$ cat src/rtl/axi4_lite_slave_regfile.sv
// ---------------------------------------------------------------------------
// axi4_lite_slave_regfile
//
// AXI4-Lite slave that terminates the five AXI channels into a bank of
// NUM_REGS 32-bit registers. Writes honour byte strobes, reads return the
// register contents, and addresses beyond the bank complete with SLVERR.
//
// Ports
//   aclk, areset          clock and synchronous active-high reset
//   aw*                   write address channel (awprot is ignored)
//   w*                    write data channel with byte strobes
//   b*                    write response channel (OKAY / SLVERR)
//   ar*                   read address channel (arprot is ignored)
//   r*                    read data channel (OKAY / SLVERR)
//   regs_flat             live register contents, reg k at [32k+31:32k]
// ---------------------------------------------------------------------------
module axi4_lite_slave_regfile #(
    parameter int ADDR_WIDTH = 32,
    parameter int NUM_REGS   = 8
) (
    input  logic                     aclk,
    input  logic                     areset,
    input  logic [ADDR_WIDTH-1:0]    awaddr,
    input  logic [2:0]               awprot,
    input  logic                     awvalid,
    output logic                     awready,
    input  logic [31:0]              wdata,
    input  logic [3:0]               wstrb,
    input  logic                     wvalid,
    output logic                     wready,
    output logic [1:0]               bresp,
    output logic                     bvalid,
    input  logic                     bready,
    input  logic [ADDR_WIDTH-1:0]    araddr,
    input  logic [2:0]               arprot,
    input  logic                     arvalid,
    output logic                     arready,
    output logic [31:0]              rdata,
    output logic [1:0]               rresp,
    output logic                     rvalid,
    input  logic                     rready,
    output logic [32*NUM_REGS-1:0]   regs_flat
);

    localparam int IDXW = $clog2(NUM_REGS);

    localparam logic [1:0] RESP_OKAY   = 2'b00;
    localparam logic [1:0] RESP_SLVERR = 2'b10;

    typedef enum logic { W_IDLE, W_RESP } w_state_t;
    typedef enum logic { R_IDLE, R_DATA } r_state_t;

    // Register bank
    logic [31:0] regs_reg [NUM_REGS];

    // Write side state
    w_state_t               w_state_reg;
    logic                   aw_held_reg;
    logic                   w_held_reg;
    logic [ADDR_WIDTH-1:0]  awaddr_reg;
    logic [31:0]            wdata_reg;
    logic [3:0]             wstrb_reg;
    logic                   bvalid_reg;
    logic [1:0]             bresp_reg;

    // Read side state
    r_state_t               r_state_reg;
    logic                   rvalid_reg;
    logic [1:0]             rresp_reg;
    logic [31:0]            rdata_reg;

    // -----------------------------------------------------------------------
    // Handshake qualifiers. Readies depend only on registered state and
    // reset, never on the valids.
    // -----------------------------------------------------------------------
    assign awready = !areset && (w_state_reg == W_IDLE) && !aw_held_reg;
    assign wready  = !areset && (w_state_reg == W_IDLE) && !w_held_reg;
    assign arready = !areset && (r_state_reg == R_IDLE);

    logic aw_fire;
    logic w_fire;
    logic ar_fire;
    assign aw_fire = awvalid && awready;
    assign w_fire  = wvalid  && wready;
    assign ar_fire = arvalid && arready;

    // Effective write payload: the held copy if that half arrived earlier,
    // otherwise the live bus value being accepted this cycle.
    logic [ADDR_WIDTH-1:0] aw_addr_eff;
    logic [31:0]           w_data_eff;
    logic [3:0]            w_strb_eff;
    assign aw_addr_eff = aw_held_reg ? awaddr_reg : awaddr;
    assign w_data_eff  = w_held_reg  ? wdata_reg  : wdata;
    assign w_strb_eff  = w_held_reg  ? wstrb_reg  : wstrb;

    // Commit fires on the edge where both halves are present.
    logic commit;
    assign commit = (w_state_reg == W_IDLE)
                 && (aw_held_reg || aw_fire)
                 && (w_held_reg  || w_fire);

    logic [IDXW-1:0] w_idx;
    logic            w_oor;
    assign w_idx = aw_addr_eff[2+IDXW-1:2];
    assign w_oor = |aw_addr_eff[ADDR_WIDTH-1:2+IDXW];

    logic [IDXW-1:0] r_idx;
    logic            r_oor;
    assign r_idx = araddr[2+IDXW-1:2];
    assign r_oor = |araddr[ADDR_WIDTH-1:2+IDXW];

    // Byte-lane bits and protection fields carry no meaning here.
    logic unused_bits;
    assign unused_bits = ^{awprot, arprot, aw_addr_eff[1:0], araddr[1:0]};

    // -----------------------------------------------------------------------
    // Write FSM and register bank
    // -----------------------------------------------------------------------
    always_ff @(posedge aclk) begin
        if (areset) begin
            w_state_reg <= W_IDLE;
            aw_held_reg <= 1'b0;
            w_held_reg  <= 1'b0;
            awaddr_reg  <= '0;
            wdata_reg   <= '0;
            wstrb_reg   <= '0;
            bvalid_reg  <= 1'b0;
            bresp_reg   <= RESP_OKAY;
            for (int k = 0; k < NUM_REGS; k++) begin
                regs_reg[k] <= '0;
            end
        end else begin
            case (w_state_reg)
                W_IDLE: begin
                    if (aw_fire) begin
                        aw_held_reg <= 1'b1;
                        awaddr_reg  <= awaddr;
                    end
                    if (w_fire) begin
                        w_held_reg <= 1'b1;
                        wdata_reg  <= wdata;
                        wstrb_reg  <= wstrb;
                    end
                    if (commit) begin
                        if (!w_oor) begin
                            for (int b = 0; b < 4; b++) begin
                                if (w_strb_eff[b]) begin
                                    regs_reg[w_idx][8*b +: 8] <= w_data_eff[8*b +: 8];
                                end
                            end
                        end
                        bresp_reg   <= w_oor ? RESP_SLVERR : RESP_OKAY;
                        bvalid_reg  <= 1'b1;
                        w_state_reg <= W_RESP;
                    end
                end
                W_RESP: begin
                    if (bready) begin
                        bvalid_reg  <= 1'b0;
                        aw_held_reg <= 1'b0;
                        w_held_reg  <= 1'b0;
                        w_state_reg <= W_IDLE;
                    end
                end
                default: w_state_reg <= W_IDLE;
            endcase
        end
    end

    // -----------------------------------------------------------------------
    // Read FSM. Data is taken from the pre-edge bank, so a read accepted on
    // the same edge as a write commit returns the old contents.
    // -----------------------------------------------------------------------
    always_ff @(posedge aclk) begin
        if (areset) begin
            r_state_reg <= R_IDLE;
            rvalid_reg  <= 1'b0;
            rresp_reg   <= RESP_OKAY;
            rdata_reg   <= '0;
        end else begin
            case (r_state_reg)
                R_IDLE: begin
                    if (ar_fire) begin
                        rdata_reg   <= r_oor ? 32'h0 : regs_reg[r_idx];
                        rresp_reg   <= r_oor ? RESP_SLVERR : RESP_OKAY;
                        rvalid_reg  <= 1'b1;
                        r_state_reg <= R_DATA;
                    end
                end
                R_DATA: begin
                    if (rready) begin
                        rvalid_reg  <= 1'b0;
                        r_state_reg <= R_IDLE;
                    end
                end
                default: r_state_reg <= R_IDLE;
            endcase
        end
    end

    assign bvalid = bvalid_reg;
    assign bresp  = bresp_reg;
    assign rvalid = rvalid_reg;
    assign rresp  = rresp_reg;
    assign rdata  = rdata_reg;

    generate
        for (genvar gi = 0; gi < NUM_REGS; gi++) begin : g_flat
            assign regs_flat[32*gi +: 32] = regs_reg[gi];
        end
    endgenerate

endmodule

$ cat config.mk
export PLATFORM = sky130hd
export DESIGN_NAME = axi4_lite_slave_regfile
export DESIGN_NICKNAME = d
export VERILOG_FILES = /design/src/rtl/axi4_lite_slave_regfile.sv
export SDC_FILE = /design/constraint.sdc
export NUM_CORES = 1
export LEC_CHECK = 0
export BUFFER_PORTS_ARGS = -buffer_cell sky130_fd_sc_hd__buf_2
export CAP_MARGIN = 25
export CORE_ASPECT_RATIO = 1.75
export CORE_MARGIN = 2
export CORE_UTILIZATION = 50
export CTS_BUF_LIST = sky130_fd_sc_hd__clkbuf_2 sky130_fd_sc_hd__clkbuf_4 sky130_fd_sc_hd__clkbuf_8
export DETAILED_ROUTE_END_ITERATION = 6
export PLACE_DENSITY = 0.86
export RECOVER_POWER = 100
export SLEW_MARGIN = 20
export SYNTH_ARGS = -nofsm -noshare
export SYNTH_HDL_FRONTEND = slang
export SYNTH_SLANG_ARGS = --single-unit
$ cat constraint.sdc
create_clock -name aclk -period 3 [get_ports aclk]
set_input_delay 0.3 -clock aclk [delete_from_list [all_inputs] [get_ports aclk]]
set_output_delay 0.3 -clock aclk [all_outputs]
set_load 0.02 [all_outputs]
==> impl_metrics.toml, run 1 <==
[outcome]
run_status = "finished clean"

[route]
drt_first_pass_iters = 5
ant_nets = 0
drc_errors = 0
routed_wl_um = 55000
num_vias = 14000
routed_via_density = 6.10
wl_per_cell_um = 23.9
drt_iter0_drc = 1436

[timing]
finalHoldViolCount = 0
finalCritPeriodShare_pct = 95.2
setup-tns-final_ns = 0
tightestPinTransition_ns = 1.09
drv_slew = 0
fmaxAchievable_mhz = 350
max_slew_margin_pct = 27.3
rsz0062_at_grt = "false"
setup_viol = 0
min_period_ns = 2.86
clock_skew_ns = 0.0197

[synthesis]
synth_seq_cells = 362
seq_area_frac_synth_pct = 59.1
synth-edff-count = 256
synth-main-ff-cell = "edfxtp_1"
netlist_area_mm2 = 0.0166
avgSynthCellArea_um2 = 11.8
synth.distinct_cells = 50
yosys_warnings = 0
syn_inst = 1404
ys_async_sr_fraction_pct = 0

[die]
start_util_pct = 50.6
dieArea_mm2 = 0.0348
die-height_um = 245
fp.dieW_um = 142
io-pin-count = 410
rows = 88
core_area_mm2 = 0.0328

[layout]
largest_reg_flops = 256
postLayoutCellArea_mm2 = 0.0205
seq_area_mm2 = 0.00981
most-common-layout-cells = "clkbuf_1, edfxtp_1, nand2_1"
multi_input_area_mm2 = 0.00624
n_fill_cell = 2545
final_nets = 1968
syn_to_final_growth_pct = 23.3
drive_gt1_share_pct = 16.1
mostFrequentLayoutCell = "clkbuf_1"

[worst_setup_path]
critPathBufInv = 2
crit_required_ns = 3.40
critPathArrivalTime_ns = 3.26
crit_chain = "clkbuf_2 > mux2_1 > a21oi_1 > o21ai_1 > clkbuf_1 > nor3_1"
path_class = "flop to flop"
startpoint_type = "flop"
crit_family = "buffers and inverters"
cpPeakStageDelay_ns = 0.61
endpoint_kind = "flop"
slowest_stage = "dfxtp_1"
worst-path-max-fanout = 14

[place]
place.detailed.hpwl_um = 40200
io_buffer_count = 397
place_area_mm2 = 0.0191
gp_congestion = 0.948

[pwr]
ir_drop_mv = 0.375
p_comb_share_pct = 12.0
p_sw_share_pct = 26.3
pwr-share-clk_pct = 36.3
p_total_mw = 10.9
leakagePower_nw = 7.84
p_seq_share_pct = 51.7
intPower_mw = 8.04
powerDensity_mw_per_mm2 = 533
p_switching_mw = 2.87

[clocking]
htree_num_levels = 2
cts_resized = 0
cts_buffers = 51
post_cts_buffers = 0
cts_buffer_depth = 3
cts.hold.buffers_added = 79
cts_sinks = 362
cts_tree = "done"
cts_root_buffer = "clkbuf_8"
clock_latency_ns = 0.61
clk_pin_slew_worst_paths_ns = 0.07

[grt]
antenna_found_initial = 2
grtUsageMet1_pct = 34.8
met2_usage_pct = 52.1
top_usage_layer = "met2"
grt_pass1_wl_um = 80600
grt_pass1_vias = 13800
overflow = 0
grt_max_degree = 80
track_usage_pct = 30.7
grtUsageMet3_pct = 8.02

[min_path]
hold_class = "input port to flop"

[flow_run]
max_cap_viol_count = 0
==> stage by stage <==
| step | hold slack [ns] | util (%) | std cells | setup WS (ns) |
|---|---|---|---|---|
| finish | 0.0460 | 62.4 | 2301 | 0.144 |
| global route | 0.0549 | 62.4 | 2301 | 0.0949 |
| CTS | 0.000607 | 63.8 | 2298 | 0.347 |
| detailed placement | 0.443 | 58.2 | 2127 | 0.381 |
| global placement | 0.438 | 58.2 | 2127 | 0.479 |
| floorplan | 0.432 | - | 1405 | 0.0735 |
==> cell type report <==
| type | count | area share [%] |
|---|---|---|
| Sequential cell | 362 | 47.9 |
| Multi-Input combinational cell | 900 | 30.5 |
| Timing Repair Buffer | 532 | 13.9 |
| Clock buffer | 67 | 4.05 |
| Tap cell | 405 | 2.48 |
| Clock inverter | 25 | 1.00 |
| Inverter | 8 | 0.147 |
| Antenna cell | 2 | 0.0244 |
==> cell families (layout without fill, tap and decap cells) <==
logic type / count (synthesis) / count (layout) / synth area share (%)
simple gates: 599 / 599 / 18.8
flops: 362 / 362 / 59.1
compound gates: 202 / 202 / 7.86
buf+inv: 143 / 632 / 3.56
mux: 97 / 97 / 10.7
other cells: 1 / 4 / 0.0226
==> power groups by stage <==
stage / registers, mW / logic [mW] / clock network, mW
after floorplan: 5.85 / 0.615 / 0
after global placement: 5.72 / 1.21 / 0
after detailed placement: 5.73 / 1.24 / 0
after CTS: 5.63 / 1.33 / 3.98
after global routing: 5.65 / 1.39 / 4.19
final: 5.64 / 1.31 / 3.96
==> synth_stat cells (all sizes together), types with 2 or more instances <==
master,instances,area share (%)
nor2,9,0.20
nand3b,3,0.14
o31ai,9,0.41
nor4,14,0.56
buf,33,1.1
mux2i,32,1.9
and2,40,1.5
edfxtp,256,46
o21a,3,0.14
a221oi,5,0.26
o21ai,8,0.24
o221a,3,0.20
or3,35,1.3
a22o,31,1.6
dfxtp,106,13
or3b,5,0.26
mux4,64,8.7
nand3,2,0.060
nand4,3,0.11
nor2b,9,0.34
and4,2,0.11
a2bb2oi,2,0.11
a31o,22,1.2
clkbuf,102,2.3
nand2,205,4.6
inv,8,0.18
or4,5,0.25
and3,162,6.1
nor3,101,3.0
a21oi,112,3.4
==> layer usage <==
metal	part of all wire, %	up-vias	wire length, um
met3	9.8	204	5410
met4	6.9	0	3770
met5	0	-	0
met1	34	6767	18600
met2	49	892	27200
li1	-	6179	-
==> worst paths after layout <==
path / start / end / slack, ns / cells after the start
worst max-delay path: aw_held_reg / regs_reg[0][6] / 0.14 / 6
worst min-delay path: rready / rvalid / 0.05 / 4
worst max register to register: aw_held_reg / regs_reg[0][6] / 0.14 / 6
worst min register to register: wstrb_reg[1] / wstrb_reg[1] / 0.45 / 2
==> worst reg2reg max path, cell delays in order, from the launching register on <==
cell,delay (ns)
dfxtp_1,0.61
clkbuf_2,0.33
mux2_1,0.40
a21oi_1,0.24
o21ai_1,0.35
clkbuf_1,0.39
nor3_1,0.35
Power figures use the tool's default switching activity.
==> run 2: changes to the inputs <==
--- a/config.mk
+++ b/config.mk
@@ -5,13 +5,13 @@
 export SDC_FILE = /design/constraint.sdc
 export NUM_CORES = 1
 export LEC_CHECK = 0
-export BUFFER_PORTS_ARGS = -buffer_cell sky130_fd_sc_hd__buf_2
 export CAP_MARGIN = 25
 export CORE_ASPECT_RATIO = 1.75
 export CORE_MARGIN = 2
-export CORE_UTILIZATION = 50
+export CORE_UTILIZATION = 60
 export CTS_BUF_LIST = sky130_fd_sc_hd__clkbuf_2 sky130_fd_sc_hd__clkbuf_4 sky130_fd_sc_hd__clkbuf_8
 export DETAILED_ROUTE_END_ITERATION = 6
+export DONT_BUFFER_PORTS = 1
 export PLACE_DENSITY = 0.86
 export RECOVER_POWER = 100
 export SLEW_MARGIN = 20
==> run 2 against run 1 <==
The run now ends with max-capacitance violations, max-slew violations left. Non-clock buffer count is 406 lower. Core utilization up 6.3 points. Total power decreased by 2.3%. Count of clock-buffer cells in the layout increased by 7. Register-to-register slack barely moved. Worst hold slack lost 0.015 ns. Critical path depth fell by 1.
==> impl_metrics.toml, run 2 (same netlist as run 1, synthesis figures left out) <==
[layout]
n_fill_cell = 1877
fin_util_pct = 68.7
seq_area_mm2 = 0.00981
drive_gt1_share_pct = 13.7
largest_reg_flops = 256
syn_to_final_growth_pct = 12.6
final_nets = 1560
most-common-layout-cells = "edfxtp_1, nand2_1, and3_1"
multi_input_area_mm2 = 0.00625
mostFrequentLayoutCell = "edfxtp_1"

[min_path]
hold_class = "input port to flop"

[timing]
min_period_ns = 2.86
drv_slew = 37
rsz0062_at_grt = "false"
max_slew_margin_pct = -4.75
finalCritPeriodShare_pct = 95.4
setup_viol = 0
tightestPinTransition_ns = 1.57
finalHoldViolCount = 0
clock_skew_ns = 0.0248
fmaxAchievable_mhz = 349
setup-tns-final_ns = 0

[clocking]
clock_latency_ns = 0.60
htree_num_levels = 2
cts_buffers = 49
cts_sinks = 362
post_cts_buffers = 0
cts_root_buffer = "clkbuf_8"
cts_tree = "done"
clk_pin_slew_worst_paths_ns = 0.07
cts_buffer_depth = 3

[route]
drt_iter0_drc = 1704
routed_wl_um = 52200
wl_per_cell_um = 28.1
num_vias = 12600
drc_errors = 0
drt_first_pass_iters = 5
routed_via_density = 6.77
ant_nets = 0

[pwr]
powerDensity_mw_per_mm2 = 570
ir_drop_mv = 0.513
leakagePower_nw = 7.03

[place]
place.detailed.hpwl_um = 36700
gp_congestion = 0.952
io_buffer_count = 0

[worst_setup_path]
slowest_stage = "o41ai_1"
reg2reg_from = "aw_held_reg"
reg2reg_depth = 5
r2r_slack_ns = 0.14
critPathBufInv = 1
startpoint_type = "flop"
path_class = "flop to flop"
critPathArrivalTime_ns = 3.15
endpoint_kind = "flop"
cp-startpoint = "aw_held_reg"
cpPeakStageDelay_ns = 0.65
crit_family = "compound AO/OA/AOI/OAI gates"
crit_required_ns = 3.28
crit_path_end = "regs_reg[1][3]"
worst-path-max-fanout = 19
crit_chain = "nor4_1 > and4_1 > o22ai_2 > o41ai_1 > buf_4"
rr_endpoint = "regs_reg[1][3]"
cp.depth = 5

[grt]
grtUsageMet1_pct = 40.1
overflow = 0
antenna_found_initial = 2
grtUsageMet3_pct = 11.4
track_usage_pct = 35.2
met2_usage_pct = 57.8
grt_pass1_wl_um = 76200
top_usage_layer = "met2"
grt_pass1_vias = 12400
grt_max_degree = 109

[flow_run]
max_cap_viol_count = 1

[die]
start_util_pct = 61.0
rows = 80
dieArea_mm2 = 0.0291
fp.dieW_um = 130
io-pin-count = 410
die-height_um = 224
core_area_mm2 = 0.0272

[outcome]
run_status = "finished with violations"
violations = "max-capacitance violations, max-slew violations"
-- run 2: changes by cell type in the layout (fill, tap and decap cells not counted), sizes merged --
| cell | delta |
|---|---|
| clkinvlp | -3 |
| buf | -114 |
| bufinv | -1 |
| clkinv | -6 |
| clkbuf | -280 |
| diode | +1 |
| dlygate4sd3 | -5 |
-- run 2: per-layer routing --
metal | share of wire (%) | vias to the layer above
met4 | 6.8 | 0
met1 | 32 | 6017
li1 | - | 5370
met5 | 0 | -
met2 | 49 | 960
met3 | 12 | 216
-- run 2: metrics by stage --
stage	worst slack (ns)	hold WS, ns	total power [mW]	instances	instance area [um^2]
after CTS	0.242	0.00632	10.7	1854	18800
after detailed placement	0.292	0.379	6.70	1690	17000
after floorplan	0.0735	0.432	6.47	1405	16600
final	0.137	0.0313	10.7	1857	18700
after global routing	0.100	0.0211	10.9	1856	18700
after global placement	0.381	0.379	6.67	1690	17000
-- run 2: how the worst min path moves through the flow --
stage,start,to,slack (ns),cells after the start
6_report,araddr[2],rdata[13],0.03,3
5_1_grt,araddr[2],rdata[13],0.02,3
4_1_cts,areset,regs_reg[6][31],0.006,1
3_5_place_dp,areset,awaddr_reg[24],0.38,1
3_3_place_gp,areset,awaddr_reg[4],0.38,1
2_1_floorplan,wstrb_reg[0],wstrb_reg[0],0.43,2
-- run 2: final cells by class --
cell class / instances / share of cell area [%]
multi-input combinational: 900 / 33.4
clock inverter: 15 / 0.662
clock buffer: 74 / 4.81
timing repair buffer: 126 / 5.97
inverter: 8 / 0.161
tap: 369 / 2.47
antenna: 3 / 0.0401
sequential: 362 / 52.5
-- run 2: worst register-to-register path: cells and delay by family (launching register included) --
kind | cells | cell delay, ns
compound gates | 2 | 0.95
simple gates | 2 | 0.87
flops | 1 | 0.43
buf+inv | 1 | 0.29
-- run 2: what timing repair did --
| item | CTS | global route |
|---|---|---|
| endpoints found under the setup margin | 0 | 24 |
| gates resized for setup | 0 | 1 |
| hold buffers | 75 | 0 |
| hold endpoints to repair | 105 | 0 |
-- run 2: power by group --
group | total, mW | switching [mW] | internal [mW]
Sequential | 5.85 | 0.334 | 5.51
Clock | 3.94 | 1.84 | 2.09
Combinational | 0.878 | 0.515 | 0.364
